File: config.mk
export PLATFORM = sky130hd
export DESIGN_NAME = rob_commit_flat
export DESIGN_NICKNAME = d
export VERILOG_FILES = /design/src/rtl/rob_commit_if.sv /design/src/rtl/rob_commit.sv /design/src/flat_wrapper.sv
export SDC_FILE = /design/constraint.sdc
export NUM_CORES = 1
export LEC_CHECK = 0
export ABC_AREA = 0
export BUFFER_PORTS_ARGS = -buffer_cell sky130_fd_sc_hd__buf_2
export CAP_MARGIN = 15
export CELL_PAD_IN_SITES_DETAIL_PLACEMENT = 0
export CELL_PAD_IN_SITES_GLOBAL_PLACEMENT = 2
export CORE_AREA = 4 4 265 267
export DETAILED_ROUTE_END_ITERATION = 12
export DIE_AREA = 0 0 269 271
export PLACE_DENSITY = 0.8
export SYNTH_ARGS = -nofsm -noshare
export SYNTH_HDL_FRONTEND = slang
export SYNTH_SLANG_ARGS = --single-unit
File: constraint.sdc
create_clock -name clock -period 2.6 [get_ports clock]
set_input_delay 0.13 -clock clock [delete_from_list [all_inputs] [get_ports clock]]
set_output_delay 0.13 -clock clock [all_outputs]
set_load 0.05 [all_outputs]
File: src/rtl/rob_commit_if.sv
// BTB write port between the commit stage (master) and the BTB (slave).
// Request is held until btb_req & btb_ack.
interface rob_commit_if #(
  parameter int IDX_W = 9,
  parameter int DAT_W = 129
);
  logic             btb_req;
  logic [IDX_W-1:0] btb_idx;
  logic [DAT_W-1:0] btb_wmask;
  logic [DAT_W-1:0] btb_din;
  logic             btb_ack;

  modport master (output btb_req, btb_idx, btb_wmask, btb_din, input btb_ack);
  modport slave  (input btb_req, btb_idx, btb_wmask, btb_din, output btb_ack);
endinterface

File: src/rtl/rob_commit.sv
// ROB commit stage: retires the head entry when ready; commit_vld is combinational, RAT/free/BHT updates follow one cycle later.
// Backpressure: a head entry with a BTB write stalls while the one-deep BTB buffer is full and not being acked.
module rob_commit #(
  parameter int ROB_DEPTH = 64,
  parameter int PTR_W     = 6,
  parameter int LREG_W    = 5,
  parameter int PREG_W    = 6,
  parameter int BHT_IDX_W = 9
) (
  input  logic                 clock,
  input  logic                 reset,
  output logic [PTR_W:0]       head_ptr,
  input  logic                 head_ready,
  input  logic                 head_need_to_wb,
  input  logic [LREG_W-1:0]    head_lrd,
  input  logic [PREG_W-1:0]    head_prd,
  input  logic [PREG_W-1:0]    head_old_prd,
  input  logic                 head_bht_we,
  input  logic [BHT_IDX_W-1:0] head_bht_idx,
  input  logic [1:0]           head_bht_sel,
  input  logic                 head_bht_inc,
  input  logic                 head_bht_dec,
  input  logic                 head_btb_we,
  input  logic [8:0]           head_btb_idx,
  input  logic [128:0]         head_btb_wmask,
  input  logic [128:0]         head_btb_din,
  output logic                 commit_vld,
  input  logic                 flush_vld,
  output logic                 arat_we,
  output logic [LREG_W-1:0]    arat_lrd,
  output logic [PREG_W-1:0]    arat_prd,
  output logic                 free_vld,
  output logic [PREG_W-1:0]    free_preg,
  output logic                 bht_we,
  output logic [BHT_IDX_W-1:0] bht_idx,
  output logic [1:0]           bht_sel,
  output logic                 bht_inc,
  output logic                 bht_dec,
  rob_commit_if.master         btb,
  output logic [63:0]          retire_cnt
);

  typedef enum logic {BTB_EMPTY, BTB_FULL} btb_state_t;

  btb_state_t     btb_state;
  btb_state_t     btb_state_nxt;
  logic           btb_free;
  logic           btb_fire;
  logic           rat_write;
  logic [8:0]     btb_idx_q;
  logic [128:0]   btb_wmask_q;
  logic [128:0]   btb_din_q;
  logic [PTR_W-1:0] head_idx;

  assign head_idx  = head_ptr[PTR_W-1:0];
  assign rat_write = commit_vld & head_need_to_wb & (head_lrd != '0);

  always_comb begin
    btb_state_nxt = btb_state;
    btb_free      = (btb_state == BTB_EMPTY) | btb.btb_ack;
    commit_vld    = head_ready & ~flush_vld & (~head_btb_we | btb_free);
    btb_fire      = commit_vld & head_btb_we;
    case (btb_state)
      BTB_EMPTY: if (btb_fire) btb_state_nxt = BTB_FULL;
      // an ack in the same cycle as a new BTB retirement refills the buffer
      BTB_FULL:  if (btb.btb_ack && !btb_fire) btb_state_nxt = BTB_EMPTY;
      default:   btb_state_nxt = BTB_EMPTY;
    endcase
  end

  always_ff @(posedge clock) begin
    if (reset) begin
      btb_state <= BTB_EMPTY;
    end else begin
      btb_state <= btb_state_nxt;
    end
  end

  always_ff @(posedge clock) begin
    if (reset) begin
      btb_idx_q   <= '0;
      btb_wmask_q <= '0;
      btb_din_q   <= '0;
    end else if (btb_fire) begin
      btb_idx_q   <= head_btb_idx;
      btb_wmask_q <= head_btb_wmask;
      btb_din_q   <= head_btb_din;
    end
  end

  assign btb.btb_req   = (btb_state == BTB_FULL);
  assign btb.btb_idx   = btb_idx_q;
  assign btb.btb_wmask = btb_wmask_q;
  assign btb.btb_din   = btb_din_q;

  always_ff @(posedge clock) begin
    if (reset) begin
      head_ptr   <= '0;
      retire_cnt <= '0;
    end else if (commit_vld) begin
      retire_cnt <= retire_cnt + 64'd1;
      if (head_idx == PTR_W'(ROB_DEPTH - 1)) begin
        head_ptr <= {~head_ptr[PTR_W], {PTR_W{1'b0}}};
      end else begin
        head_ptr <= {head_ptr[PTR_W], head_idx + PTR_W'(1)};
      end
    end
  end

  always_ff @(posedge clock) begin
    if (reset) begin
      arat_we   <= 1'b0;
      arat_lrd  <= '0;
      arat_prd  <= '0;
      free_vld  <= 1'b0;
      free_preg <= '0;
      bht_we    <= 1'b0;
      bht_idx   <= '0;
      bht_sel   <= '0;
      bht_inc   <= 1'b0;
      bht_dec   <= 1'b0;
    end else begin
      arat_we  <= rat_write;
      free_vld <= rat_write;
      bht_we   <= commit_vld & head_bht_we;
      if (rat_write) begin
        arat_lrd  <= head_lrd;
        arat_prd  <= head_prd;
        free_preg <= head_old_prd;
      end
      if (commit_vld) begin
        bht_idx <= head_bht_idx;
        bht_sel <= head_bht_sel;
        bht_inc <= head_bht_inc;
        bht_dec <= head_bht_dec;
      end
    end
  end

endmodule
File: src/flat_wrapper.sv
// flat-port wrapper written by rule: the top's interface ports become plain ports
module rob_commit_flat 
#(
  parameter int ROB_DEPTH = 64,
  parameter int PTR_W     = 6,
  parameter int LREG_W    = 5,
  parameter int PREG_W    = 6,
  parameter int BHT_IDX_W = 9
)
  (clock, reset, head_ptr, head_ready, head_need_to_wb, head_lrd, head_prd, head_old_prd, head_bht_we, head_bht_idx, head_bht_sel, head_bht_inc, head_bht_dec, head_btb_we, head_btb_idx, head_btb_wmask, head_btb_din, commit_vld, flush_vld, arat_we, arat_lrd, arat_prd, free_vld, free_preg, bht_we, bht_idx, bht_sel, bht_inc, bht_dec, retire_cnt, btb_btb_req, btb_btb_idx, btb_btb_wmask, btb_btb_din, btb_btb_ack);
  rob_commit_if btb_i ();
  input  logic clock;
  input  logic reset;
  output logic [PTR_W:0] head_ptr;
  input  logic head_ready;
  input  logic head_need_to_wb;
  input  logic [LREG_W-1:0] head_lrd;
  input  logic [PREG_W-1:0] head_prd;
  input  logic [PREG_W-1:0] head_old_prd;
  input  logic head_bht_we;
  input  logic [BHT_IDX_W-1:0] head_bht_idx;
  input  logic [1:0] head_bht_sel;
  input  logic head_bht_inc;
  input  logic head_bht_dec;
  input  logic head_btb_we;
  input  logic [8:0] head_btb_idx;
  input  logic [128:0] head_btb_wmask;
  input  logic [128:0] head_btb_din;
  output logic commit_vld;
  input  logic flush_vld;
  output logic arat_we;
  output logic [LREG_W-1:0] arat_lrd;
  output logic [PREG_W-1:0] arat_prd;
  output logic free_vld;
  output logic [PREG_W-1:0] free_preg;
  output logic bht_we;
  output logic [BHT_IDX_W-1:0] bht_idx;
  output logic [1:0] bht_sel;
  output logic bht_inc;
  output logic bht_dec;
  output logic [63:0] retire_cnt;
  output wire logic [$bits(btb_i.btb_req)-1:0] btb_btb_req;
  output wire logic [$bits(btb_i.btb_idx)-1:0] btb_btb_idx;
  output wire logic [$bits(btb_i.btb_wmask)-1:0] btb_btb_wmask;
  output wire logic [$bits(btb_i.btb_din)-1:0] btb_btb_din;
  input wire logic [$bits(btb_i.btb_ack)-1:0] btb_btb_ack;
  assign btb_btb_req = btb_i.btb_req;
  assign btb_btb_idx = btb_i.btb_idx;
  assign btb_btb_wmask = btb_i.btb_wmask;
  assign btb_btb_din = btb_i.btb_din;
  assign btb_i.btb_ack = btb_btb_ack;
  rob_commit #(.ROB_DEPTH(ROB_DEPTH), .PTR_W(PTR_W), .LREG_W(LREG_W), .PREG_W(PREG_W), .BHT_IDX_W(BHT_IDX_W)) u_core (.clock(clock), .reset(reset), .head_ptr(head_ptr), .head_ready(head_ready), .head_need_to_wb(head_need_to_wb), .head_lrd(head_lrd), .head_prd(head_prd), .head_old_prd(head_old_prd), .head_bht_we(head_bht_we), .head_bht_idx(head_bht_idx), .head_bht_sel(head_bht_sel), .head_bht_inc(head_bht_inc), .head_bht_dec(head_bht_dec), .head_btb_we(head_btb_we), .head_btb_idx(head_btb_idx), .head_btb_wmask(head_btb_wmask), .head_btb_din(head_btb_din), .commit_vld(commit_vld), .flush_vld(flush_vld), .arat_we(arat_we), .arat_lrd(arat_lrd), .arat_prd(arat_prd), .free_vld(free_vld), .free_preg(free_preg), .bht_we(bht_we), .bht_idx(bht_idx), .bht_sel(bht_sel), .bht_inc(bht_inc), .bht_dec(bht_dec), .btb(btb_i), .retire_cnt(retire_cnt));
endmodule
* Word-level counts from Yosys, hierarchy flattened *
Cells that the tools add are included.

word-level totals
  flip-flop bits (word level) = 371
  input port bits = 305
  output and inout port bits = 373
  logic and storage cells = 39

operators by class
  add/subtract/negate cells = 2
  equality and inequality tests = 1
  muxes and demuxes = 4
  bitwise operators = 12
  reductions and logical operators = 4

operators with widths
  cell                     number
  $add A64 B1 Y64 const B  1
  $add A6 B1 Y6 const B    1
  $and A1 B1 Y1            6
  $eq A6 B6 Y1 const B     1
  $mux W6                  1
  $reduce_bool A5 Y1       1
  $not A1 Y1               4
  $mux W1                  2
  $or A1 B1 Y1             2
  $pmux W1 S2              1
  $reduce_and A2 Y1        1
  $logic_and A1 B1 Y1      1
  $logic_not A1 Y1         1

* Longest topological paths before layout *
  word-level depth = 9
  mapped depth = 8
  mapped depth without buffers = 6

* Worst setup path before layout *
No wires, ideal clock.

  path type = register to register
  from = reg u_core.retire_cnt[22]
  to = reg u_core.retire_cnt[46]
  library setup time = 0.132 ns
  data arrival time = 2.621 ns
  required time = 2.468 ns
  slack = -0.154 ns
  stages on the path, launching flop included = 9
  buffers on the path = 3
  clock period less this slack = 2.754 ns
  cells stage by stage = dfxtp_1 -> buf_2 -> nand4_2 -> or4_4 -> or4_1 -> buf_2 -> buf_2 -> o31ai_1 -> a21oi_1

on the way
  word-level cells in the longest chain between the ends = 1

RTL lines
  item                    line               text
  start, declared         rob_commit.sv:40   output logic [63:0] retire_cnt
  start signal, assigned  rob_commit.sv:101  retire_cnt <= retire_cnt + 64'd1;
  $add A64 B1 Y64         rob_commit.sv:101

Every way passes these cells.
A chain may end at the register's enable or synchronous reset.

* Worst setup path after layout *
  from = reg u_core.retire_cnt[0]
  to = reg u_core.retire_cnt[54]

Same word-level chain as after synthesis.

==> results.yml <==
worst_setup_path:
  startpoint: "u_core.retire_cnt[0]$_SDFFE_PP0N_"
  setup.worst_path.class: "flop to flop"
  cp_num_buf_inv: 1
  cp_max_fo: 18
  required_ps: 3090
  worst-r2r-cell-count: 7
  crit_cells: 7
  critPathLaunchType: "flop"
  max_stage_delay_ps: 570
  cp.arrival_ps: 2920
  r2r_start: "u_core.retire_cnt[0]$_SDFFE_PP0N_"
  slowest_stage: "or4_1"
  crit_family: "simple AND/OR/NAND/NOR gates"
  end_kind: "flop"
  crit_chain: "ha_1 > and4b_1 > nand4b_1 > or4_1 > buf_4 > or3_1 > a21oi_1"
power_and_ir_drop:
  ir_worst_vdd_v: 0.000513
  totalPowerFinal_mw: 14.0
  p_per_area_nw_per_um2: 613
  power_leakage_nw: 9.93
synth:
  synth_edf_count: 0
  synth_top_cell_by_area: "dfxtp_1"
  avgSynthCellArea_um2: 7.99
  synth_area_um2: 13500
  synth_cell_type_count: 39
  ys.flop_type: "dfxtp_1"
  synthesis.nets: 1999
  synth_common_cells: "nand2_1, dfxtp_1, a21oi_1, clkbuf_1, nor2_1"
  async_flop_share_pct: 0
  synthTopCellsByArea: "dfxtp_1, nand2_1, a21oi_1, clkbuf_1, xnor2_1"
  ys_warn_count: 0
  synth.most_common_cell: "nand2_1"
  synth_top_area_share_pct: 54.9
  synth-seq-cells: 371
  ys_seq_area_share_pct: 54.9
  synthCells: 1692
layout:
  area_growth_pct: 68.4
  drive_above_1_share_pct: 30.4
  fillers: 7132
  final_util_pct: 33.4
  layout.nets: 2979
die:
  die_w_um: 269
  core_region_area_um2: 68100
  chipHeight_um: 271
  io_pins: 678
  start_util_pct: 19.9
  fp-row-count: 96
  die_area_um2: 72900
grt:
  grt_use_total_pct: 14.5
  antenna_found_initial: 2
  grt-ovfl-total: 0
  grt_pass1_wl_um: 85100
  grt_pass1_vias: 15300
  grt_max_degree: 104
sta:
  worst_slew_pin_slew_ps: 536
  finalClockSkew_ps: 26.5
  fin_tns_setup_ps: 0
  slew_headroom_pct: 64.3
  layout_min_cycle_time_ps: 2430
  max_freq_mhz: 411
  finalSetupViolations: 0
  fin_crit_sh_pct: 93.6
  worst_slack_ps: 165
  final_hold_viol_count: 0
  rsz0062_at_grt: "no"
  drv_slew: 0
job:
  drv_cap: 0
route:
  wire_per_inst_um: 15.9
  drc_errors: 0
  routed_wl_um: 56800
  via_per_inst: 4.26
  ant_nets: 0
  firstDrtPassIters: 5
  first_iter_violations: 673
  via_count: 15300
min_path:
  holdPathStages: 4
  min_from: "head_need_to_wb"
  worstHoldPathType: "input pin to flop"
clock_tree:
  cts-root-buf: "clkbuf_16"
  clk_pin_slew_ps: 60
  numCtsBuffers: 45
  clock_sinks: 371
  clock_path_buffers: 3
  clk_latency_ps: 570
  htreeDepth: 2
  cts_tree: "yes"
placement:
  pre_cts_slack_ps: 82.7
  gp_congestion: 0.836
  dpl.hpwl_um: 40300
  io_buffer_count: 677
outcome:
  status: "complete, no violations"
==> placed cells by master (no fill, tap or decap), drive strengths merged, types with 2 or more instances in the layout <==
cell,n
nand2,597
and4,7
ha,2
nor2b,2
clkbuf,67
nand3,26
mux2i,14
or2,2
and3,8
nor3,12
o21ai,23
clkinvlp,2
xnor2,24
nand3b,4
o31ai,8
nor2,55
nand4,21
clkinv,3
dfxtp,371
inv,12
nand4b,2
a21o,2
or4,13
xor2,11
a21oi,319
or3,24
nor4,12
buf,733
dlygate4sd3,314
==> layer usage <==
metal,routed length (µm),global-route usage (%)
met1,22400,16.5
met2,28300,25.7
met3,4270,4.37
met4,1830,5.08
met5,0,0
==> timing repair <==
item / 4_1_cts / 5_1_grt
hold endpoints to repair: 324 / 0
setup buffers: 0 / 1
setup endpoints to repair: 0 / 15
hold buffers: 314 / 0
gates resized for setup: 0 / 3
==> metrics by stage <==
stage	cells	hold WS [ps]	instance area (µm²)
after detailed placement	3191	374	18100
after CTS	3579	111	22700
after floorplan	1692	266	13500
after global routing	3582	153	22800
after global placement	3191	359	18100
final	3582	156	22800
==> sequential cells by signal (all words and copies together) (netlist names) <==
| name | flops |
|---|---|
| u_core.bht_sel | 2 |
| u_core.free_preg | 6 |
| u_core.arat_prd | 6 |
| u_core.arat_we | 1 |
| u_core.btb.btb_wmask | 129 |
| u_core.retire_cnt | 64 |
| u_core.btb.btb_din | 129 |
| u_core.btb.btb_idx | 9 |
| u_core.bht_dec | 1 |
| u_core.head_ptr | 7 |
| u_core.bht_inc | 1 |
| u_core.bht_idx | 9 |
| u_core.bht_we | 1 |
| u_core.arat_lrd | 5 |
| u_core.btb.btb_req | 1 |
==> worst min-delay path: stages <==
cell and delay (ps):
buf_2 120, o211ai_1 80, buf_4 230, nor2_1 110
==> final cells by class <==
type	count	area, µm²	share of cell area, %
flip-flops and latches	371	7440	32.7
diodes	1	2.50	0.0110
clock inverters	8	77.6	0.341
clock buffers	66	1350	5.92
inverters	10	37.5	0.165
repair buffers	1048	7120	31.3
well taps	882	1100	4.85
multi-input cells	1196	5640	24.8
==> kinds of logic after synthesis <==
| family | after synthesis | synth area share (%) |
|---|---|---|
| AOI/OAI and AO/OA | 355 | 13.4 |
| xor gates and xnor gates | 35 | 2.27 |
| adders and majority gates | 2 | 0.185 |
| buffers and inverters | 125 | 3.54 |
| DFF | 371 | 54.9 |
| muxes | 14 | 1.04 |
| and+or+nand+nor | 790 | 24.6 |
==> worst paths after layout <==
check | endpoint | slack, ps
setup / recovery | u_core.retire_cnt[54]$_SDFFE_PP0N_ | 170
hold / removal | u_core.arat_we$_SDFF_PP0_ | 160
setup reg to reg | u_core.retire_cnt[54]$_SDFFE_PP0N_ | 170
hold reg to reg | u_core.btb.btb_din[78]$_SDFFE_PP0P_ | 450
==> where the power goes <==
group	total [mW]	internal, mW	switching (mW)
combinational	1.88	0.731	1.15
clock	6.15	3.66	2.49
sequential	5.93	5.85	0.0808
total	14.0	10.2	3.72
Note: power is estimated with default switching activity, not from simulation.
